===== src/rtl/addr_gen_pkg.sv =====
// Shared types and constants for the multipass merge-sort address generator.
// Default geometry is expressed as log2 values so every power-of-2 size derives from them.
package addr_gen_pkg;

   localparam int LOG2N     = 2;
   localparam int LOG2BURST = 10;

   typedef enum logic [2:0] {
      S_IDLE    = 3'd0,
      S_WR_CMD  = 3'd1,
      S_RD_CMD  = 3'd2,
      S_RD_WAIT = 3'd3,
      S_WR_WAIT = 3'd4,
      S_DONE    = 3'd5
   } state_t;

   typedef struct packed {
      logic divide;
      logic last_round;
   } rd_flags_t;

   function automatic int clog2(input int value);
      int r;
      r = 0;
      for (int i = 0; i < 31; i++) begin
         if ((32'sd1 <<< i) < value) begin
            r = i + 1;
         end else begin
            r = r;
         end
      end
      return r;
   endfunction

endpackage


===== src/rtl/addr_gen_pass_param.sv =====
// Per-pass geometry: derives channel size, divide flag, 64B run count and round stride
// from the current sorted-run size.
module addr_gen_pass_param
   import addr_gen_pkg::*;
#(
   parameter int NUM_READ_CHANNELS  = 4,
   parameter int C_XFER_SIZE_WIDTH  = 64,
   parameter int C_BURST_SIZE_BYTES = 1024
) (
   input  logic [C_XFER_SIZE_WIDTH-1:0] run_bytes,
   output logic [C_XFER_SIZE_WIDTH-1:0] chan_bytes,
   output logic                         divide,
   output logic [C_XFER_SIZE_WIDTH-1:0] run_count,
   output logic [C_XFER_SIZE_WIDTH-1:0] stride
);

   localparam int LOG2_N = clog2(NUM_READ_CHANNELS);
   localparam logic [C_XFER_SIZE_WIDTH-1:0] BURST_BYTES = C_XFER_SIZE_WIDTH'(C_BURST_SIZE_BYTES);

   // runs shorter than a burst are packed several per burst, so a channel still reads one burst
   always_comb begin
      divide = (run_bytes < BURST_BYTES);
      if (divide) begin
         chan_bytes = BURST_BYTES;
      end else begin
         chan_bytes = run_bytes;
      end
      run_count = run_bytes >> 6;
      stride    = chan_bytes << LOG2_N;
   end

endmodule


===== src/rtl/addr_gen_multipass.sv =====
// Pass/round address generator for the multipass merge sort (top level).
// Optional ADDR_GEN_PERF_CNT_EN adds live cycle counters on the perf_* ports.
module addr_gen_multipass
   import addr_gen_pkg::*;
#(
   parameter int NUM_READ_CHANNELS  = 32'd1 << LOG2N,
   parameter int C_M_AXI_ADDR_WIDTH = 64,
   parameter int C_XFER_SIZE_WIDTH  = 64,
   parameter int C_BURST_SIZE_BYTES = 32'd1 << LOG2BURST,
   parameter int C_INIT_RUN_BYTES   = 64,
   parameter int C_PASS_CNT_WIDTH   = 8
) (
   input  logic                                          aclk,
   input  logic                                          areset,
   input  logic                                          ap_start,
   output logic                                          ap_done,
   input  logic [C_PASS_CNT_WIDTH-1:0]                   num_pass,
   input  logic [C_M_AXI_ADDR_WIDTH-1:0]                 in_addr_offset,
   input  logic [C_M_AXI_ADDR_WIDTH-1:0]                 out_addr_offset,
   input  logic [C_XFER_SIZE_WIDTH-1:0]                  in_xfer_size_in_bytes,
   output logic                                          rd_cmd_valid,
   input  logic                                          rd_cmd_ready,
   output logic [NUM_READ_CHANNELS*C_M_AXI_ADDR_WIDTH-1:0] read_addr,
   output logic [C_XFER_SIZE_WIDTH-1:0]                  read_size_in_bytes,
   output logic                                          read_divide,
   output logic [C_XFER_SIZE_WIDTH-1:0]                  read_run_count,
   output logic                                          read_last_round,
   input  logic                                          read_done,
   output logic                                          wr_cmd_valid,
   input  logic                                          wr_cmd_ready,
   output logic [C_M_AXI_ADDR_WIDTH-1:0]                 write_addr,
   input  logic                                          write_done,
   output logic [C_PASS_CNT_WIDTH-1:0]                   pass_idx,
   output logic                                          result_in_out,
   output logic                                          busy,
   output logic                                          err,
   output logic [31:0]                                   perf_pass_cycles,
   output logic [31:0]                                   perf_total_cycles
);

   localparam int AW     = C_M_AXI_ADDR_WIDTH;
   localparam int XW     = C_XFER_SIZE_WIDTH;
   localparam int PCW    = C_PASS_CNT_WIDTH;
   localparam int LOG2_N = clog2(NUM_READ_CHANNELS);

   state_t          state_r, state_nxt_s;
   logic [PCW-1:0]  pass_r, num_pass_r, pass_inc_s;
   logic [AW-1:0]   src_base_r, dst_base_r, src_r, addr_acc_s;
   logic [XW-1:0]   size_r, run_bytes_r, total_r, total_adv_s;
   logic [XW-1:0]   run_shift_s, run_cap_s, run_nxt_s;
   logic [XW-1:0]   chan_bytes_s, run_count_s, stride_s;
   logic            divide_s;
   logic            err_r, err_nxt_s, ap_done_r, result_r;
   logic            start_accept_s, rd_take_s, wr_take_s, stray_s;
   rd_flags_t       rd_flags_s;

   addr_gen_pass_param #(
      .NUM_READ_CHANNELS  (NUM_READ_CHANNELS),
      .C_XFER_SIZE_WIDTH  (XW),
      .C_BURST_SIZE_BYTES (C_BURST_SIZE_BYTES)
   ) u_pass_param (
      .run_bytes  (run_bytes_r),
      .chan_bytes (chan_bytes_s),
      .divide     (divide_s),
      .run_count  (run_count_s),
      .stride     (stride_s)
   );

   assign start_accept_s = ap_start & (state_r == S_IDLE);
   assign rd_take_s      = read_done & (state_r == S_RD_WAIT);
   assign wr_take_s      = write_done & (state_r == S_WR_WAIT);
   assign stray_s        = (read_done & (state_r != S_RD_WAIT)) | (write_done & (state_r != S_WR_WAIT));
   assign total_adv_s    = total_r + stride_s;
   assign pass_inc_s     = pass_r + PCW'(1'b1);
   assign run_shift_s    = run_bytes_r << LOG2_N;
   assign run_cap_s      = size_r >> LOG2_N;

   // run size for the next pass; the final pass merges N runs covering the whole buffer
   always_comb begin
      if ((pass_inc_s == (num_pass_r - PCW'(1'b1))) || (run_shift_s > run_cap_s)) begin
         run_nxt_s = run_cap_s;
      end else begin
         run_nxt_s = run_shift_s;
      end
   end

   // sticky error: cleared by an accepted start unless a stray pulse lands in the same cycle
   always_comb begin
      if (start_accept_s) begin
         err_nxt_s = stray_s;
      end else begin
         err_nxt_s = err_r | stray_s;
      end
   end

   // pass/round next-state decode
   always_comb begin
      state_nxt_s = state_r;
      case (state_r)
         S_IDLE: begin
            if (ap_start) begin
               if (num_pass == '0) begin
                  state_nxt_s = S_DONE;
               end else begin
                  state_nxt_s = S_WR_CMD;
               end
            end else begin
               state_nxt_s = S_IDLE;
            end
         end
         S_WR_CMD: begin
            if (wr_cmd_ready) begin
               state_nxt_s = S_RD_CMD;
            end else begin
               state_nxt_s = S_WR_CMD;
            end
         end
         S_RD_CMD: begin
            if (rd_cmd_ready) begin
               state_nxt_s = S_RD_WAIT;
            end else begin
               state_nxt_s = S_RD_CMD;
            end
         end
         S_RD_WAIT: begin
            if (!read_done) begin
               state_nxt_s = S_RD_WAIT;
            end else if (total_adv_s >= size_r) begin
               state_nxt_s = S_WR_WAIT;
            end else begin
               state_nxt_s = S_RD_CMD;
            end
         end
         S_WR_WAIT: begin
            if (!write_done) begin
               state_nxt_s = S_WR_WAIT;
            end else if (pass_inc_s == num_pass_r) begin
               state_nxt_s = S_DONE;
            end else begin
               state_nxt_s = S_WR_CMD;
            end
         end
         S_DONE:  state_nxt_s = S_IDLE;
         default: state_nxt_s = S_IDLE;
      endcase
   end

   // state, latched configuration and per-pass progress
   always_ff @(posedge aclk) begin
      if (areset) begin
         state_r     <= S_IDLE;
         pass_r      <= '0;
         num_pass_r  <= '0;
         src_base_r  <= '0;
         dst_base_r  <= '0;
         src_r       <= '0;
         size_r      <= '0;
         run_bytes_r <= '0;
         total_r     <= '0;
         err_r       <= 1'b0;
         ap_done_r   <= 1'b0;
         result_r    <= 1'b0;
      end else begin
         state_r   <= state_nxt_s;
         err_r     <= err_nxt_s;
         ap_done_r <= (state_r == S_DONE);
         if (start_accept_s) begin
            pass_r      <= '0;
            num_pass_r  <= num_pass;
            src_base_r  <= in_addr_offset;
            dst_base_r  <= out_addr_offset;
            src_r       <= in_addr_offset;
            size_r      <= in_xfer_size_in_bytes;
            run_bytes_r <= XW'(C_INIT_RUN_BYTES);
            total_r     <= '0;
            result_r    <= 1'b0;
         end else begin
            if (state_r == S_DONE) begin
               result_r <= num_pass_r[0];
            end
            if (rd_take_s) begin
               total_r <= total_adv_s;
               src_r   <= src_r + AW'(stride_s);
            end
            if (wr_take_s) begin
               pass_r <= pass_inc_s;
               if (pass_inc_s != num_pass_r) begin
                  src_base_r  <= dst_base_r;
                  dst_base_r  <= src_base_r;
                  src_r       <= dst_base_r;
                  total_r     <= '0;
                  run_bytes_r <= run_nxt_s;
               end
            end
         end
      end
   end

   // read command fields, driven only while the command is offered
   always_comb begin
      addr_acc_s         = src_r;
      read_addr          = '0;
      read_size_in_bytes = '0;
      read_run_count     = '0;
      rd_flags_s         = '0;
      if (state_r == S_RD_CMD) begin
         for (int i = 0; i < NUM_READ_CHANNELS; i++) begin
            read_addr[i*AW +: AW] = addr_acc_s;
            addr_acc_s            = addr_acc_s + AW'(chan_bytes_s);
         end
         read_size_in_bytes    = chan_bytes_s;
         read_run_count        = run_count_s;
         rd_flags_s.divide     = divide_s;
         rd_flags_s.last_round = (total_adv_s >= size_r);
      end else begin
         addr_acc_s = src_r;
      end
   end

   assign read_divide     = rd_flags_s.divide;
   assign read_last_round = rd_flags_s.last_round;
   assign rd_cmd_valid    = (state_r == S_RD_CMD);
   assign wr_cmd_valid    = (state_r == S_WR_CMD);
   assign write_addr      = dst_base_r;
   assign pass_idx        = pass_r;
   assign busy            = (state_r != S_IDLE);
   assign err             = err_r;
   assign ap_done         = ap_done_r;
   assign result_in_out   = result_r;

`ifdef ADDR_GEN_PERF_CNT_EN
   logic [31:0] pass_cyc_r, pass_last_r, total_cyc_r;

   function automatic logic [31:0] sat_inc(input logic [31:0] v);
      if (v == 32'hFFFF_FFFF) begin
         return v;
      end else begin
         return v + 32'd1;
      end
   endfunction

   // saturating cycle counters for the running pass and the whole job
   always_ff @(posedge aclk) begin
      if (areset || start_accept_s) begin
         pass_cyc_r  <= 32'd0;
         pass_last_r <= 32'd0;
         total_cyc_r <= 32'd0;
      end else begin
         if (state_r != S_IDLE) begin
            total_cyc_r <= sat_inc(total_cyc_r);
         end
         if (wr_take_s) begin
            pass_last_r <= sat_inc(pass_cyc_r);
            pass_cyc_r  <= 32'd0;
         end else if (state_r != S_IDLE) begin
            pass_cyc_r <= sat_inc(pass_cyc_r);
         end
      end
   end

   assign perf_pass_cycles  = pass_last_r;
   assign perf_total_cycles = total_cyc_r;
`else
   assign perf_pass_cycles  = 32'd0;
   assign perf_total_cycles = 32'd0;
`endif

endmodule


===== config.mk =====
export PLATFORM = sky130hd
export DESIGN_NAME = addr_gen_multipass
export DESIGN_NICKNAME = d
export VERILOG_FILES = /design/src/rtl/addr_gen_pkg.sv /design/src/rtl/addr_gen_pass_param.sv /design/src/rtl/addr_gen_multipass.sv
export SDC_FILE = /design/constraint.sdc
export NUM_CORES = 2
export LEC_CHECK = 0
export ABC_AREA = 1
export BUFFER_PORTS_ARGS = -buffer_cell sky130_fd_sc_hd__buf_2
export CORE_MARGIN = 3
export CORE_UTILIZATION = 30
export CTS_BUF_LIST = sky130_fd_sc_hd__clkbuf_4
export DETAILED_ROUTE_END_ITERATION = 16
export PLACE_DENSITY = 0.56
export SYNTH_ARGS = -nofsm -noshare
export SYNTH_HDL_FRONTEND = slang
export SYNTH_SLANG_ARGS = --single-unit

===== constraint.sdc =====
create_clock -name aclk -period 11 [get_ports aclk]
set_input_delay 2.2 -clock aclk [delete_from_list [all_inputs] [get_ports aclk]]
set_output_delay 2.2 -clock aclk [all_outputs]
set_load 0.05 [all_outputs]

# Word-level counts from Yosys, hierarchy flattened
# Cells that the tools add are included.
# classes
n_addsub,7
n_mul,0
div_mod_pow,0
n_lt_le_gt_ge,3
n_eq_ne,10
shift,0
mux,32
bitwise,7
n_reduce_logical,9
# op_table
operator,n
two-way mux 64 bit,16
adder 64 bit,5
two-way mux 256 bit,1
greater-or-equal comparator 64 bit,1
> comparator 64 x 62 -> 1 bit,1
"< comparator 64 x 11 -> 1 bit, second input constant",1
two-way mux 58 bit,1
two-way mux 7 bit,3
two-way mux 3 bit,6
== test 8 bit,2
case mux 3 bit (5 select lines),1
"adder 8 x 1 -> 8 bit, second input constant",1
zero test 8 bit,1
!= test 8 bit,1
"subtractor 8 x 1 -> 8 bit, second input constant",1
"== test 3 x 2 -> 1 bit, second input constant",2
"== test 3 bit, second input constant",2
bitwise AND 1 bit,5
two-way mux 2 bit,2
AND reduction 2 bit,2
nonzero test 2 bit,2
"== test 3 x 1 -> 1 bit, second input constant",1
zero test 3 bit,1
"!= test 3 x 2 -> 1 bit, second input constant",1
other kinds (6),8
# totals
register_bits,406
latchBits,0
ram_bits,0
rom_bits,0
in_bits,207
n_memories,0

# Depth between registers and ports, before layout
# depth
word_depth,7
mapped_depth,54
ltp_nobuf,53

# Cells and area by module
# From an unflattened synthesis, not the netlist that was laid out.
# unflattened
cells_unflattened,7652
area_unflattened_um2,45319.7
# by_module_without_submodules
mod,instances,cells_per_inst,area_each_um2,seq_area_each_um2
addr_gen_multipass,1,7393,43827.0,8127.8
addr_gen_pass_param,1,259,1492.7,0.0

# Worst setup path before layout
# OpenSTA, ideal clock, no wires.
# synth_path
kind,register -> output
startpoint,register run_bytes_r[61]
endpoint,output port read_addr[250]
arrival_time_ps,7408
required_time_ps,8800
path_slack_ps,1392
path_stages_with_launch,45
path_buffers,0
path_cell_list,dfxtp_1 -> nor2_1 -> nand3_1 -> nor4_1 -> nand2_1 -> clkinv_1 -> nor2_1 -> inv_1 -> fa_1 -> inv_1 -> nand2_1 -> a21oi_1 -> nand2_1 -> nand2_1 -> nand2_1 -> nand3b_1 -> nand2_1 -> nand2_1 -> [... 9 more ...] -> a21oi_1 -> o21ai_0 -> a221oi_1 -> nand2_1 -> or2_2 -> nand2_1 -> inv_1 -> ha_1 -> a21oi_1 -> inv_1 -> a21oi_1 -> o21ai_0 -> inv_1 -> o221ai_1 -> a21oi_1 -> nand2_1 -> nand2_1 -> nor3b_1
# synth_between
elab_chain_len,6
# synth_lines
element,line_no,source
start: declaration,addr_gen_multipass.sv:49,"logic [XW-1:0] size_r, run_bytes_r, total_r, total_adv_s;"
start signal: assignment,addr_gen_multipass.sv:174,run_bytes_r <= XW'(C_INIT_RUN_BYTES);
start signal: assignment,addr_gen_multipass.sv:192,run_bytes_r <= run_nxt_s;
< comparator 64 x 11 -> 1 bit (*),addr_gen_pass_param.sv:22,divide = (run_bytes < BURST_BYTES);
two-way mux 64 bit (*),addr_gen_pass_param.sv:23,if (divide) begin
adder 64 bit (2 in series),addr_gen_multipass.sv:209,addr_acc_s = addr_acc_s + AW'(chan_bytes_s);
adder 64 bit (*),addr_gen_multipass.sv:209,
two-way mux 256 bit (*),addr_gen_multipass.sv:206,if (state_r == S_RD_CMD) begin
end: declaration,addr_gen_multipass.sv:23,"output logic [NUM_READ_CHANNELS*C_M_AXI_ADDR_WIDTH-1:0] read_addr,"
# Mark *: on every way between the ends. The rest lies on a longest branch, timed or not.

# Worst setup path in the final report
# layout_path
startpoint,register run_bytes_r[59]
endpoint,output port read_addr[254]
# layout_between
elab_chain_len,6
# layout_lines
element,line_no
< comparator 64 x 11 -> 1 bit,addr_gen_pass_param.sv:22
two-way mux 64 bit (*),addr_gen_pass_param.sv:23
adder 64 bit (2 in series),addr_gen_multipass.sv:209
adder 64 bit (*),addr_gen_multipass.sv:209
two-way mux 256 bit (*),addr_gen_multipass.sv:206
# Marked as above.

==> metrics.yaml <==
status: "completed"
synth_compound_area_frac: 0.229
slowest_stage: "nor4_4"
wirelength_um: 268000
cts_hold_buf: 0
core_area_um2: 145000
finalHoldViolations: 0
startpoint: "run_bytes_r[59]$_SDFFE_PP0P_"
setup_viol: 0
use_met1: 0.442
clockBufferDepth: 3
synth_cell_type_count: 65
yosys.area_share.simple: 0.295
worstSetupEndpoint: "read_addr[254]"
hp-class: "reg2reg"
slew_viol_final: 0
start_kind: "register"
grt_pass1_wl_um: 372000
synth-edff-count: 0
synthXorXnorAreaFrac: 0.0370
cts_tree: "built"
clk_pin_slew_ns: 0.08
cts_root_buffer: "clkbuf_4"
yosys_warnings: 0
firstDrtPassIters: 6
synth-seq-cells: 404
async_flop_share: 0
n_fill_cell: 15900
syn_avg_cell_area_um2: 5.92
clock_latency_ns: 1.09
cp-end-kind: "primary output"
use_met2: 0.526
final_common_cell: "nand2_1"
grtUsageMet3: 0.0708
gp_congestion: 1.07
reg2reg_depth: 30
vias: 56500
layout_common_cells: "nand2_1 (1306), nor2_1 (1191), inv_1 (1054)"
drt_iter0_drc: 5136
antenna_found_initial: 42
max_stage_delay_ns: 0.44
num_io_pins: 735
overflow: 0
fmax_mhz: 93.3
powerDensity_nw_per_um2: 80.3
first_global_vias: 52800
clock_sinks: 404
worst-setup-path-type: "reg2out"
utilization: 0.407
drt-wirelength-per-cell_um: 24.9
routed_via_density: 5.24
ant_nets: 0
synth_cells: 7438
synth_top_family_by_area: "simple AND/OR/NAND/NOR gates"
dieArea_um2: 151000
yosysTopAreaCellShare: 0.184
whs_path_depth: 2
die_w_um: 389
synthesis.area_um2: 44000
r2r-start: "run_bytes_r[59]$_SDFFE_PP0P_"
fin_ws_ns: 0.283
htree_levels: 3
tightest_slew_ns: 1.09
top_usage_layer: "met2"
ir_worst_vdd_mv: 0.0935
dp.final_hpwl_um: 224000
nets: 9408
grt_max_degree: 162
maxCapViolCount: 0
area_delta_synth_final_pct: 33.9
drc: 0
start_util: 0.304
cts_buffers: 115
rrSetupSlack_ns: 4.11
grt_usage: 0.337
cp.required_ns: 8.80
maxSlewHeadroom: 0.274
drive_above_1_share: 0.240
power.total_mw: 4.73
std_cell_rows: 139
die_height_um: 389
leakage_nw: 29.4
synth_fa_ha_area_frac: 0.126
skew_ns: 0.100
synth_mux_area_frac: 0
cpMostUsedCell: "buf_4"
ys_seq_area_frac: 0.184
r2r-end: "state_r[1]$_SDFF_PP0_"
arrival_ns: 8.52
post-route-period-util: 0.974
synth_flop_cell: "dfxtp_1"
period_needed_ns: 10.72
cp_max_fo: 5
synth_area_leader_cell: "dfxtp_1"
synth.area.top_cells: "dfxtp_1 (18%), ha_1 (12%), nand2_1 (12%)"
io_buffers: 664
place_ws_ns: -0.919
-- report_power, final --
group	internal [mW]	switching [mW]
sequential	1.57	0.118
clock	0.749	0.767
combinational	0.485	1.04
-- layout make-up --
type / count / area (um2) / share of cell area
multi-input combinational: 5686 / 32700 / 0.555
timing repair buffer: 1469 / 10100 / 0.171
sequential: 404 / 8090 / 0.137
inverter: 1082 / 4100 / 0.0695
tap: 1903 / 2380 / 0.0404
clock buffer: 173 / 1300 / 0.0220
clock inverter: 38 / 221 / 0.00376
antenna: 20 / 50.0 / 0.000849
timing repair inverter: 1 / 6.26 / 0.000106
-- logic make-up after synthesis --
group,count (synthesis)
AO/OA/AOI/OAI,1797
other,1
buffers and inverters,1417
adder cells (fa/ha/maj),442
XOR/XNOR,185
AND/OR/NAND/NOR,3192
flip-flops,404
-- stage by stage --
step / instances / hold WS, ns / area [um2] / TNS (ns)
after floorplan: 7507 / 0.429 / 44300 / 0
after global placement: 10500 / 0.443 / 54700 / -10.88
after detailed placement: 10500 / 0.452 / 54700 / -9.82
after CTS: 10700 / 0.449 / 56700 / -0.0122
after global routing: 10800 / 0.478 / 58900 / -0.229
final: 10800 / 0.460 / 59000 / 0
-- worst min path at each step --
stage	from	endpoint	slack (ns)
floorplan	size_r[0]$_SDFFE_PP0P_	size_r[0]$_SDFFE_PP0P_	0.43
global placement	size_r[0]$_SDFFE_PP0P_	size_r[0]$_SDFFE_PP0P_	0.44
detailed placement	size_r[1]$_SDFFE_PP0P_	size_r[1]$_SDFFE_PP0P_	0.45
CTS	src_base_r[51]$_SDFFE_PP0P_	write_addr[51]$_SDFFE_PP0P_	0.45
global route	size_r[1]$_SDFFE_PP0P_	size_r[1]$_SDFFE_PP0P_	0.48
finish	src_base_r[51]$_SDFFE_PP0P_	write_addr[51]$_SDFFE_PP0P_	0.46
-- worst max-delay path, delay by kind of cell, from the launching register on --
| family | cells | cell delay [ns] |
|---|---|---|
| buffers and inverters | 9 | 1.10 |
| AO/OA/AOI/OAI | 13 | 2.47 |
| AND/OR/NAND/NOR | 15 | 2.39 |
| flip-flops | 1 | 0.34 |
| XOR/XNOR | 1 | 0.25 |
| adder cells (fa/ha/maj) | 3 | 0.89 |
-- timing repair --
| item | 4_1_cts | 5_1_grt |
|---|---|---|
| resized for setup | 85 | 439 |
| endpoints found under the setup margin | 54 | 41 |
| buffers inserted | 21 | 42 |
| cloned | 0 | 1 |
| hold endpoints to repair | 0 | 0 |
| pin swaps | 15 | 119 |
-- cell usage after synthesis (all sizes together) (2+ instances only) --
cell     count
dfxtp      404
clkbuf     211
o221ai      13
a221oi      11
nand4       67
o21ai      686
nor3        96
o22ai        5
nand3      265
and3         8
a21boi      19
nand2     1368
clkinv       2
ha         437
fa           5
a31oi      105
nor4        35
xnor2       39
and2        14
a211oi      47
or2         43
nand3b      15
a2111oi      2
a21oi      669
o21bai      49
nor2      1274
inv       1080
o31ai        4
xor2       146
o211a        4
o2111a       4
o21a        64
a41oi        2
o211ai      26
o221a        2
a21o        47
buf        124
a31o         7
nor3b        2
a22oi        5
o2111ai     23
-- per-layer routing --
metal,vias up,wire [um]
li1,26900,-
met1,26600,115000
met2,2418,116000
met3,471,22600
met4,16,14700
met5,-,106
-- flip-flops by register name, summed over array words and instances, names as in the netlist --
register,flops
run_bytes_r,64
size_r,64
src_base_r,64
src_r,64
write_addr,64
total_r,62
num_pass_r,8
pass_idx,8
state_r,3
ap_done,1
err,1
result_in_out,1
No activity file was read; power rests on OpenSTA's default activity.
